===== config.mk =====
export PLATFORM = sky130hd
export DESIGN_NAME = branch_recovery_queue
export DESIGN_NICKNAME = d
export VERILOG_FILES = /design/src/rtl/branch_recovery_queue_pkg.sv /design/src/rtl/branch_recovery_queue_ptr_ctrl.sv /design/src/rtl/branch_recovery_queue.sv
export SDC_FILE = /design/constraint.sdc
export NUM_CORES = 1
export LEC_CHECK = 0
export CAP_MARGIN = 20
export CORE_AREA = 2 2 129 131
export CTS_CLUSTER_DIAMETER = 80
export CTS_CLUSTER_SIZE = 12
export DETAILED_ROUTE_END_ITERATION = 7
export DIE_AREA = 0 0 131 133
export REMOVE_ABC_BUFFERS = 1
export SYNTH_ARGS = -nofsm -noshare
export SYNTH_HDL_FRONTEND = slang
export SYNTH_SLANG_ARGS = --single-unit

===== constraint.sdc =====
create_clock -name clk -period 7.3 [get_ports clk]
set_input_delay 1.095 -clock clk [delete_from_list [all_inputs] [get_ports clk]]
set_output_delay 1.095 -clock clk [all_outputs]
set_load 0.01 [all_outputs]

===== src/rtl/branch_recovery_queue_pkg.sv =====
// Shared defaults and FSM encoding for the branch recovery queue.
package branch_recovery_queue_pkg;

  localparam int BRQ_DEPTH = 4;
  localparam int BRQ_PC_W  = 16;
  localparam int BRQ_TAG_W = 2;
  localparam int STATS_W   = 16;

  typedef enum logic {
    ST_NORMAL   = 1'b0,
    ST_REDIRECT = 1'b1
  } brq_state_e;

endpackage


===== src/rtl/branch_recovery_queue_ptr_ctrl.sv =====
// Head/tail/count bookkeeping for the branch recovery queue, plus the
// younger-than-flush-tag kill mask (age = (tag - head) mod DEPTH).
module brq_ptr_ctrl #(
  parameter int DEPTH = 4,
  parameter int TAG_W = 2
) (
  input  logic             clk,
  input  logic             rst,
  input  logic [1:0]       alloc_n_i,
  input  logic [1:0]       ret_n_i,
  input  logic             flush_i,
  input  logic [TAG_W-1:0] flush_tag_i,
  output logic [TAG_W-1:0] head_o,
  output logic [TAG_W-1:0] tail_o,
  output logic [TAG_W:0]   count_o,
  output logic [DEPTH-1:0] kill_mask_o
);

  logic [TAG_W-1:0] head_q, head_d;
  logic [TAG_W-1:0] tail_q, tail_d;
  logic [TAG_W:0]   count_q, count_d;
  logic [TAG_W-1:0] flush_age;
  logic [TAG_W-1:0] entry_age;

  // Kill mask is kept apart from the next-state logic so retire can use it
  // without forming a loop through ret_n_i.
  always_comb begin
    // NOTE: always_comb uses blocking assignments with every output given a default first, so no latch is inferred.
    kill_mask_o = '0;
    entry_age   = '0;
    flush_age   = flush_tag_i - head_q;
    for (int i = 0; i < DEPTH; i++) begin
      entry_age      = TAG_W'(i) - head_q;
      kill_mask_o[i] = flush_i && (entry_age > flush_age);
    end
  end

  always_comb begin
    head_d = head_q + TAG_W'(ret_n_i);
    if (flush_i) begin
      tail_d  = flush_tag_i + TAG_W'(1);
      count_d = {1'b0, flush_tag_i - head_q} + (TAG_W+1)'(1) - (TAG_W+1)'(ret_n_i);
    end else begin
      tail_d  = tail_q + TAG_W'(alloc_n_i);
      count_d = count_q + (TAG_W+1)'(alloc_n_i) - (TAG_W+1)'(ret_n_i);
    end
  end

  // NOTE: sequential state uses non-blocking assignments so every register samples pre-edge values.
  always_ff @(posedge clk) begin
    if (rst) begin
      head_q  <= '0;
      tail_q  <= '0;
      count_q <= '0;
    end else begin
      head_q  <= head_d;
      tail_q  <= tail_d;
      count_q <= count_d;
    end
  end

  assign head_o  = head_q;
  assign tail_o  = tail_q;
  assign count_o = count_q;

endmodule


===== src/rtl/branch_recovery_queue.sv =====
// In-order branch recovery queue: allocates up to 2 branches/cycle, resolves by tag,
// redirects and flushes younger entries on mispredict. Optional BRQ_STATS_EN adds mispred_cnt.
module branch_recovery_queue
  import branch_recovery_queue_pkg::*;
#(
  parameter int DEPTH = BRQ_DEPTH,
  parameter int PC_W  = BRQ_PC_W,
  parameter int TAG_W = BRQ_TAG_W
) (
  input  logic             clk,
  input  logic             rst,
  input  logic             alloc_vld0,
  input  logic             alloc_vld1,
  input  logic             alloc_tkn0,
  input  logic             alloc_tkn1,
  input  logic [PC_W-1:0]  alloc_recv_pc0,
  input  logic [PC_W-1:0]  alloc_recv_pc1,
  output logic             alloc_rdy,
  output logic [TAG_W-1:0] alloc_tag0,
  output logic [TAG_W-1:0] alloc_tag1,
  input  logic             rslv_vld,
  input  logic [TAG_W-1:0] rslv_tag,
  input  logic             rslv_tkn,
  output logic             redirect_vld,
  output logic [PC_W-1:0]  redirect_pc,
  output logic [TAG_W-1:0] flush_tag,
  output logic             brq_empty
`ifdef BRQ_STATS_EN
  ,
  output logic [15:0]      mispred_cnt
`endif
);

  localparam logic [TAG_W:0] ALLOC_MAX = (TAG_W+1)'(DEPTH - 2);

  brq_state_e       state_q, state_d;
  logic [DEPTH-1:0] valid_q, valid_d;
  logic [DEPTH-1:0] resolved_q, resolved_d;
  logic [DEPTH-1:0] pred_tkn_q;
  logic [PC_W-1:0]  recv_pc_q [DEPTH];
  logic [PC_W-1:0]  redirect_pc_q;
  logic [TAG_W-1:0] flush_tag_q;

  logic [TAG_W-1:0] head, tail, head_p1, tail_p1;
  logic [TAG_W:0]   count;
  logic [DEPTH-1:0] kill_mask;
  logic             rslv_ok, mispred;
  logic             do_alloc0, do_alloc1, ret0, ret1;
  logic [1:0]       alloc_n, ret_n;

  assign head_p1 = head + TAG_W'(1);
  assign tail_p1 = tail + TAG_W'(1);

  brq_ptr_ctrl #(
    .DEPTH (DEPTH),
    .TAG_W (TAG_W)
  ) u_ptr_ctrl (
    .clk         (clk),
    .rst         (rst),
    .alloc_n_i   (alloc_n),
    .ret_n_i     (ret_n),
    .flush_i     (mispred),
    .flush_tag_i (rslv_tag),
    .head_o      (head),
    .tail_o      (tail),
    .count_o     (count),
    .kill_mask_o (kill_mask)
  );

  // A mispredict discards any allocation presented in the same cycle.
  always_comb begin
    rslv_ok   = rslv_vld && valid_q[rslv_tag];
    mispred   = rslv_ok && (rslv_tkn != pred_tkn_q[rslv_tag]);
    alloc_rdy = !rst && (state_q == ST_NORMAL) && (count <= ALLOC_MAX);
    do_alloc0 = alloc_vld0 && alloc_rdy && !mispred;
    do_alloc1 = do_alloc0 && alloc_vld1;
    alloc_n   = {1'b0, do_alloc0} + {1'b0, do_alloc1};
  end

  always_comb begin
    ret0  = valid_q[head] && resolved_q[head];
    ret1  = ret0 && valid_q[head_p1] && resolved_q[head_p1] && !kill_mask[head_p1];
    ret_n = {1'b0, ret0} + {1'b0, ret1};
  end

  always_comb begin
    valid_d    = valid_q & ~kill_mask;
    resolved_d = resolved_q & ~kill_mask;
    if (rslv_ok) resolved_d[rslv_tag] = 1'b1;
    if (ret0) begin
      valid_d[head]    = 1'b0;
      resolved_d[head] = 1'b0;
    end
    if (ret1) begin
      valid_d[head_p1]    = 1'b0;
      resolved_d[head_p1] = 1'b0;
    end
    if (do_alloc0) begin
      valid_d[tail]    = 1'b1;
      resolved_d[tail] = 1'b0;
    end
    if (do_alloc1) begin
      valid_d[tail_p1]    = 1'b1;
      resolved_d[tail_p1] = 1'b0;
    end
  end

  always_comb begin
    state_d      = mispred ? ST_REDIRECT : ST_NORMAL;
    redirect_vld = (state_q == ST_REDIRECT);
  end

  always_ff @(posedge clk) begin
    if (rst) begin
      state_q       <= ST_NORMAL;
      valid_q       <= '0;
      resolved_q    <= '0;
      redirect_pc_q <= '0;
      flush_tag_q   <= '0;
    end else begin
      state_q    <= state_d;
      valid_q    <= valid_d;
      resolved_q <= resolved_d;
      if (mispred) begin
        redirect_pc_q <= recv_pc_q[rslv_tag];
        flush_tag_q   <= rslv_tag;
      end
    end
  end

  // NOTE: payload storage has no reset; valid_q gates every read of it.
  always_ff @(posedge clk) begin
    if (do_alloc0) begin
      pred_tkn_q[tail] <= alloc_tkn0;
      recv_pc_q[tail]  <= alloc_recv_pc0;
    end
    if (do_alloc1) begin
      pred_tkn_q[tail_p1] <= alloc_tkn1;
      recv_pc_q[tail_p1]  <= alloc_recv_pc1;
    end
  end

  assign redirect_pc = redirect_pc_q;
  assign flush_tag   = flush_tag_q;
  assign brq_empty   = (count == '0);
  assign alloc_tag0  = tail;
  assign alloc_tag1  = tail_p1;

`ifdef BRQ_STATS_EN
  logic [STATS_W-1:0] mispred_cnt_q;

  always_ff @(posedge clk) begin
    if (rst) begin
      mispred_cnt_q <= '0;
    end else if (mispred && (mispred_cnt_q != '1)) begin
      mispred_cnt_q <= mispred_cnt_q + STATS_W'(1);
    end
  end

  assign mispred_cnt = mispred_cnt_q;
`endif

endmodule


# After elaboration in Yosys (flattened, before gate mapping)
# Memories as Yosys holds them, arrays and structs flattened. A register that Yosys moved wholly into a read port is not among the register bits.
# Cells that the tools add are included.
[word_totals] memories=1 output_inout_bits=25 register_bits=22 ram_bits=64 wordCells=126
[op_classes] n_addsub=16 eq_ne=1 reduce_logical=24 bitwise=17 magnitude_cmp=15 mux=44
[mem_list] memory="recv_pc_q" words=4 word_bits=16 read_ports=1 rd_ports_with_merged_regs=1 write_ports=2 line="branch_recovery_queue.sv:40" text="logic [PC_W-1:0] recv_pc_q [DEPTH];"
[op_table] operator="$mux W4" count=11
[op_table] operator="$and A4 B4 Y4" count=8
[op_table] operator="$logic_and A1 B1 Y1" count=20
[op_table] operator="$not A4 Y4" count=5
[op_table] operator="$mux W1" count=17
[op_table] operator="$lt A2 B3 Y1 const B" count=5
[op_table] operator="$bmux W1 S2" count=7
[op_table] operator="$or A4 B4 Y4" count=3
[op_table] operator="$demux W1 S2" count=5
[op_table] operator="$ge A2 B1 Y1 const B" count=5
[op_table] operator="$bwmux W4" count=2
[op_table] operator="$gt A2 B2 Y1" count=4
[op_table] operator="$add A2 B1 Y2 const B" count=3
[op_table] operator="$sub A3 B2 Y3" count=2
[op_table] operator="$add A1 B1 Y2" count=2
[op_table] operator="$add A2 B2 Y2" count=2
[op_table] operator="$sub A1 B2 Y2 const A" count=2
[op_table] operator="$sub A2 B2 Y2 const A" count=2
[op_table] operator="$add A2 B1 Y3 const B" count=1
[op_table] operator="$add A3 B2 Y3" count=1
[op_table] operator="$le A3 B2 Y1 const B" count=1
[op_table] operator="$logic_not A1 Y1" count=3
[op_table] operator="$logic_not A3 Y1" count=1
[op_table] operator="$mux W3" count=1
[op_table] operator="4 further kinds" count=4

# Logic depth before layout (Yosys ltp)
# Gate-level depths: netlist (run 1).
[logic_depth] word_depth=17 mapped_depth=18 ltp_nobuf=16

# Hierarchy
# A second synthesis (run 1) with hierarchy kept.
[unflattened] cells_unflattened=418 hier_area_um2=5581.6
[modules_own_cells] mod="branch_recovery_queue" seq_area_each_um2=2542.4 area_per_inst_um2=4927.2 n_inst=1 cells_each=344
[modules_own_cells] mod="brq_ptr_ctrl" seq_area_each_um2=140.1 area_per_inst_um2=654.4 n_inst=1 cells_each=74

# Worst setup path after synthesis (run 1)
# Ideal clock, no wire load.
[synth_path] path_type="input-to-reg" startpoint="input rslv_tag[0]" endpoint="register u_ptr_ctrl.count_q[2], in the netlist u_ptr_ctrl.count_o[2]" slack_ns=2.280 t_arrival_ns=4.934 stages=18 cell_sequence="buf_2 -> buf_1 -> inv_1 -> ha_1 -> xnor3_1 -> ha_1 -> nor2b_1 -> o22ai_1 -> o21ai_1 -> a31oi_2 -> ha_1 -> ha_1 -> inv_1 -> ha_1 -> fa_1 -> xnor2_1 -> nor2_1 -> a211oi_1"
[synth_between] elab_chain_cells=12
[synth_rtl] element="start, declared" line="branch_recovery_queue.sv:22" text="input logic [TAG_W-1:0] rslv_tag,"
[synth_rtl] element="branches (longest 11 deep; another with $sub A3 B2 Y3)"
[synth_rtl] element="$mux W3 *" line="branch_recovery_queue_ptr_ctrl.sv:40" text="if (flush_i) begin"
[synth_rtl] element="end signal, assigned" line="branch_recovery_queue_ptr_ctrl.sv:58" text="count_q <= count_d;"
[synth_rtl] element="end, declared" line="branch_recovery_queue_ptr_ctrl.sv:21" text="logic [TAG_W:0] count_q, count_d;"
# Mark *: on every way between the ends. The select of a mux whose other input is x is not followed.
# A chain may end at the register's enable or synchronous reset.

# Worst setup path in the final report (run 1)
# Same ends and word-level chain as after synthesis.

==> results.yml, run 1 <==
drt:
  viasPerCell: 5.10
  wl_per_cell_um: 18.2
  drt-total-wl_um: 13200
  drc: 0
  firstDrtPassIters: 5
  dr.first_iter.drc_count: 227
  antenna_left: 0
  route.vias.total: 3714
timing:
  hold_viol: 0
  skew_ps: 9.53
  slew_headroom_pct: 44.1
  finalCritPeriodShare_pct: 68.1
  finalSetupViolations: 0
  hold_ws_ps: 455
  grt_setup_unrepaired: "no"
  worst_pin_slew_ps: 839
  tns_ps: 0
  period_needed_ps: 4970
  drv_slew: 0
  fmax_ghz: 0.201
setup_path:
  r2r-end: "u_ptr_ctrl.count_o[2]"
  path_common_cell: "ha_1"
  r2r-start: "u_ptr_ctrl.head_o[0]"
  crit_chain: "buf_2 -> inv_1 -> ha_1 -> xnor3_1 -> ha_1 -> nor2b_1 -> o22ai_1 -> o21ai_1 -> a31oi_2 -> ha_1 -> ha_1 -> inv_1 -> ha_1 -> fa_1 -> xnor2_1 -> nor2_1 -> a211oi_1"
  cpPeakStageDelay_ps: 630
  rr_worst_depth: 15
  cp_max_fo: 24
  required_ps: 7570
  cp_slowest_cell: "buf_2"
  arrival_ps: 5250
  reg2reg_setup_slack_ps: 2960
  cp-start-kind: "input pin"
  path_class: "in -> reg"
  worst_setup_path_end_kind: "flip-flop"
clock_network:
  clkTransAtPathRegs_ps: 70
  htreeDepth: 3
  clk_latency_ps: 360
  root_buffer: "clkbuf_16"
  cts_resized: 0
  post-cts-setup-buffers: 0
  ctsLongestPathBuffers: 2
  cts_tree: "done"
  numCtsBuffers: 9
  clock_sinks: 102
  cts_hold_buf: 0
grt:
  grtUsageMet2_pct: 25.3
  grt_usage_pct: 16.0
  grt_pass1_vias: 3823
  grt_pass1_wl_um: 20900
  grt_max_degree: 32
  gr-usage-met1_pct: 22.1
  gr-total-overflow: 0
  busiest_layer: "met2"
  use_met3_pct: 3.32
  antenna_found_initial: 0
power:
  combPwrFrac_pct: 20.2
  p_int_w: 0.00109
  leakagePower_nw: 2.31
  power.density_nw_per_um2: 221
  pwr-share-clk_pct: 32.7
  p_sw_w: 0.000404
  p_total_w: 0.00149
  max-vdd-ir-drop_uv: 129
  p_sw_share_pct: 27.1
  power.share.sequential_pct: 47.0
finish:
  drive_above_1_share_pct: 10.8
  multi_input_area_um2: 2580
  seqCellArea_um2: 2680
  fin_cells: 728
  num_antenna_cells: 0
  final_nets: 576
  n_fill_cell: 1522
  area_growth_pct: 23.0
synthesis:
  synth_enable_flop_cells: 64
  ys_types: 50
  syn_inst: 440
  ys_ff_latch: 102
  ys_async_sr_fraction_pct: 0
  syn-cell-area_um2: 5470
  ys.warnings.count: 0
  syn_avg_cell_area_um2: 12.4
  synth-main-ff-cell: "edfxtp_1"
  yosysSeqAreaShare_pct: 49.1
place:
  dp.cells: 711
  dp_hpwl_um: 9050
  port_buffers: 66
  gp_congestion: 0.856
job:
  maxCapViolations: 0
worst_hold_path:
  hold_path_depth: 2
  hold_path.startpoint: "redirect_pc[12]"
  holdPathEnd: "redirect_pc[12]"
  hp-class: "reg -> reg"
die:
  num_rows: 47
  die-height_um: 133
  dieWidth_um: 131
  design.core.area_um2: 16200
  dieArea_um2: 17400
  start_util_pct: 33.8
  ios: 67
status:
  status: "complete, no violations"
critical path, delay by kind of cell:
kind	cells	cell delay, ps
AO/OA/AOI/OAI	4	790
XOR/XNOR	2	490
adder cells (fa/ha/maj)	6	1750
buffers and inverters	3	900
AND/OR/NAND/NOR	2	190
logic make-up after synthesis:
kind of cell	after synthesis	share of synthesized area (%)
AOI/OAI and AO/OA	70	8.30
xor gates and xnor gates	11	2.15
adders and majority gates	31	7.37
buffers and inverters	44	3.91
DFF	102	49.1
muxes	82	20.6
and+or+nand+nor	100	8.62
metal layers:
metal	routed length, um	part of all wire, %
met1	6260	47
met2	6190	47
met3	596	4.5
met4	184	1.4
met5	0	0
layout by cell type (no fill, tap or decap), types with 5 or more instances in the layout:
cell	instances
edfxtp_1	64
nand2_1	53
mux2_1	64
a21oi_1	35
inv_1	18
clkdlybuf4s50_1	65
xnor2_1	7
o21ai_0	5
mux4_2	18
clkbuf_16	9
nor2_1	8
dfxtp_1	38
buf_8	6
nand3_1	9
ha_1	29
cell usage after synthesis (3+ instances only):
cell	count	area (um^2)
ha_1	29	363
buf_1	3	11.3
a22oi_1	4	30.0
xnor2_1	7	61.3
and3_1	4	25.0
o21ai_0	5	25.0
nor2_1	12	45.0
dfxtp_1	38	761
inv_1	18	67.6
clkbuf_1	10	37.5
buf_4	3	22.5
a21oi_1	35	175
mux4_2	18	405
nor3_1	3	15.0
o22ai_1	3	18.8
nor3b_1	3	22.5
nand3_1	9	45.0
nand2_1	53	199
a311oi_1	4	35.0
nand3b_1	3	22.5
buf_2	6	30.0
edfxtp_1	64	1920
buf_6	4	45.0
mux2_1	64	721
a21boi_0	4	30.0
metrics by stage:
stage               util, %  worst slack [ps]  area [um^2]
floorplan                 -              2960         5320
global placement       38.9              2060         6290
detailed placement     39.7              1940         6420
CTS                    41.5              2310         6710
global route           41.6              1960         6730
finish                 41.6              2330         6730
state kept, by name, summed over array words and instances (netlist names):
register            flops
u_ptr_ctrl.head_o       2
resolved_q              4
redirect_pc            16
u_ptr_ctrl.tail_o       2
pred_tkn_q              4
redirect_vld            1
valid_q                 4
flush_tag               2
recv_pc_q              64
u_ptr_ctrl.count_o      3
how the worst max path moves through the flow:
| stage | cells after the start | from | slack [ps] | end |
|---|---|---|---|---|
| after floorplan | 11 | rslv_tag[0] | 2960 | u_ptr_ctrl.count_o[2] |
| after global placement | 17 | rslv_tag[0] | 2060 | u_ptr_ctrl.count_o[2] |
| after detailed placement | 17 | rslv_tag[0] | 1940 | u_ptr_ctrl.count_o[2] |
| after CTS | 17 | rslv_tag[0] | 2310 | u_ptr_ctrl.count_o[2] |
| after global routing | 17 | rslv_tag[0] | 1960 | u_ptr_ctrl.count_o[2] |
| final | 17 | rslv_tag[0] | 2330 | u_ptr_ctrl.count_o[2] |
cell type report:
class | instances | share of cell area [%]
well taps | 220 | 4.09
multi-input cells | 294 | 38.4
flip-flops and latches | 102 | 39.9
clock buffers | 10 | 3.40
inverters | 18 | 1.00
repair buffers | 78 | 12.3
clock inverters | 6 | 0.911
power by group through the flow:
stage	combinational (W)	clock (W)	sequential, W
after floorplan	0.000169	0	0.000708
after detailed placement	0.000303	0	0.000713
after global placement	0.000287	0	0.000711
final	0.000302	0.000488	0.000700
after CTS	0.000305	0.000498	0.000700
after global routing	0.000334	0.000517	0.000706
No activity file was read; power rests on OpenSTA's default activity.
==> run 2: changes to the inputs <==
- clock period: 7.3 -> 5.1 ns (I/O delays scaled with it)
==> results.yml, run 2 (same netlist as run 1, synthesis figures left out) <==
timing:
  skew_ps: 7.79
  fmax_ghz: 0.232
  finalCritPeriodShare_pct: 84.6
  finalSetupViolations: 0
  slew_headroom_pct: 57.8
  hold_viol: 0
  hold_ws_ps: 454
  period_needed_ps: 4310
  worst_pin_slew_ps: 631
  grt_setup_unrepaired: "no"
  tns_ps: 0
  drv_slew: 0
clock_network:
  cts_tree: "done"
  root_buffer: "clkbuf_16"
  cts_hold_buf: 0
  post-cts-setup-buffers: 0
  clock_sinks: 102
  ctsLongestPathBuffers: 2
  htreeDepth: 3
  clk_latency_ps: 350
  numCtsBuffers: 9
  cts_resized: 0
  clkTransAtPathRegs_ps: 70
drt:
  firstDrtPassIters: 4
  route.vias.total: 3667
  wl_per_cell_um: 18.2
  viasPerCell: 5.03
  dr.first_iter.drc_count: 198
  drt-total-wl_um: 13300
  drc: 0
  antenna_left: 0
finish:
  n_fill_cell: 1549
  drive_above_1_share_pct: 10.4
  area_growth_pct: 21.5
  final_nets: 577
  largest-register: "recv_pc_q"
  largest_reg_flops: 64
  multi_input_area_um2: 2580
  seqCellArea_um2: 2680
  layout_commonest_cell: "clkdlybuf4s50_1"
  num_antenna_cells: 0
  final_cell_mix: "clkdlybuf4s50_1, mux2_1, edfxtp_1"
die:
  die-height_um: 133
  dieWidth_um: 131
  start_util_pct: 33.8
  design.core.area_um2: 16200
  num_rows: 47
  dieArea_um2: 17400
  ios: 67
setup_path:
  cp-start-kind: "flip-flop"
  cp_max_fo: 16
  crit_chain: "inv_1 -> ha_1 -> ha_1 -> nor2b_1 -> o22ai_1 -> o21ai_1 -> a31oi_2 -> ha_1 -> ha_1 -> inv_1 -> ha_1 -> fa_1 -> xnor2_1 -> nor2_1 -> a211oi_1"
  cp_slowest_cell: "dfxtp_1"
  reg2reg_setup_slack_ps: 790
  path_buf_inv: 2
  rr_worst_depth: 15
  required_ps: 5370
  path_common_cell: "ha_1"
  cpPeakStageDelay_ps: 700
  r2r-end: "u_ptr_ctrl.count_o[2]"
  path_class: "reg -> reg"
  critPathTopFamily: "adder cells"
  worst_setup_path_end_kind: "flip-flop"
  r2r-start: "u_ptr_ctrl.head_o[0]"
  arrival_ps: 4580
grt:
  grt_pass1_wl_um: 21500
  gr-total-overflow: 0
  grt_pass1_vias: 3952
  grt_max_degree: 31
  antenna_found_initial: 0
  grt_usage_pct: 16.4
power:
  max-vdd-ir-drop_uv: 204
  leakagePower_nw: 2.28
  power.density_nw_per_um2: 317
place:
  gp_congestion: 0.856
  dp_hpwl_um: 8870
  port_buffers: 66
job:
  maxCapViolations: 0
worst_hold_path:
  hold_path.startpoint: "redirect_pc[3]"
  hp-class: "reg -> reg"
  hold_path_depth: 2
  holdPathEnd: "redirect_pc[3]"
status:
  status: "complete, no violations"
-- run 2: cell count changes in the layout (fill, tap and decap cells not counted) --
cell        delta
inv_6          -1
clkinvlp_4     +1
buf_16         -2
clkinv_2       -3
buf_4          +9
clkbuf_1       +3
buf_8          -6
-- run 2: power breakdown --
group	switching, W	internal [W]	leakage (nW)	total [W]
clock	0.000300	0.000382	0.130	0.000681
sequential	0.0000420	0.000962	0.891	0.00100
combinational	0.000220	0.000205	1.26	0.000425
-- run 2: final cells by class --
cell class,count,area share (%)
Clock inverter,3,0.678
Clock buffer,13,3.61
Tap cell,220,4.14
Multi-Input combinational cell,294,38.9
Sequential cell,102,40.4
Inverter,18,1.02
Timing Repair Buffer,79,11.3
-- run 2: worst max-delay path by stage --
stage,start,end,slack (ps),cells past startpoint
after floorplan,rslv_tag[0],u_ptr_ctrl.count_o[2],1090,11
after global placement,rslv_tag[1],u_ptr_ctrl.count_o[2],620,14
after detailed placement,rslv_tag[1],u_ptr_ctrl.count_o[2],510,14
after CTS,u_ptr_ctrl.head_o[0],u_ptr_ctrl.count_o[2],810,15
after global routing,u_ptr_ctrl.head_o[0],u_ptr_ctrl.count_o[2],480,15
final,u_ptr_ctrl.head_o[0],u_ptr_ctrl.count_o[2],790,15
-- run 2: worst min-delay path: stages (launching register included) --
cell and delay (ps):
dfxtp_1 310, nand2_1 50, a21oi_1 50
-- run 2: metal layers --
metal	up-vias	part of all wire [%]	track usage, %
li1	1771	-	-
met1	1765	43	20.0
met2	116	50	28.6
met3	15	6.4	4.45
met4	0	1.4	4.20
met5	-	0	0
-- run 2: through the flow --
stage                     setup WS [ps]  cell area [um^2]  cells  total power, W  util, %
after floorplan                    1090              5320    414         0.00126        -
after global placement              616              6360    713         0.00143     39.3
after detailed placement            507              6360    713         0.00145     39.3
after CTS                           809              6650    729         0.00214     41.1
after global routing                475              6650    729         0.00221     41.1
final                               788              6650    729         0.00211     41.1
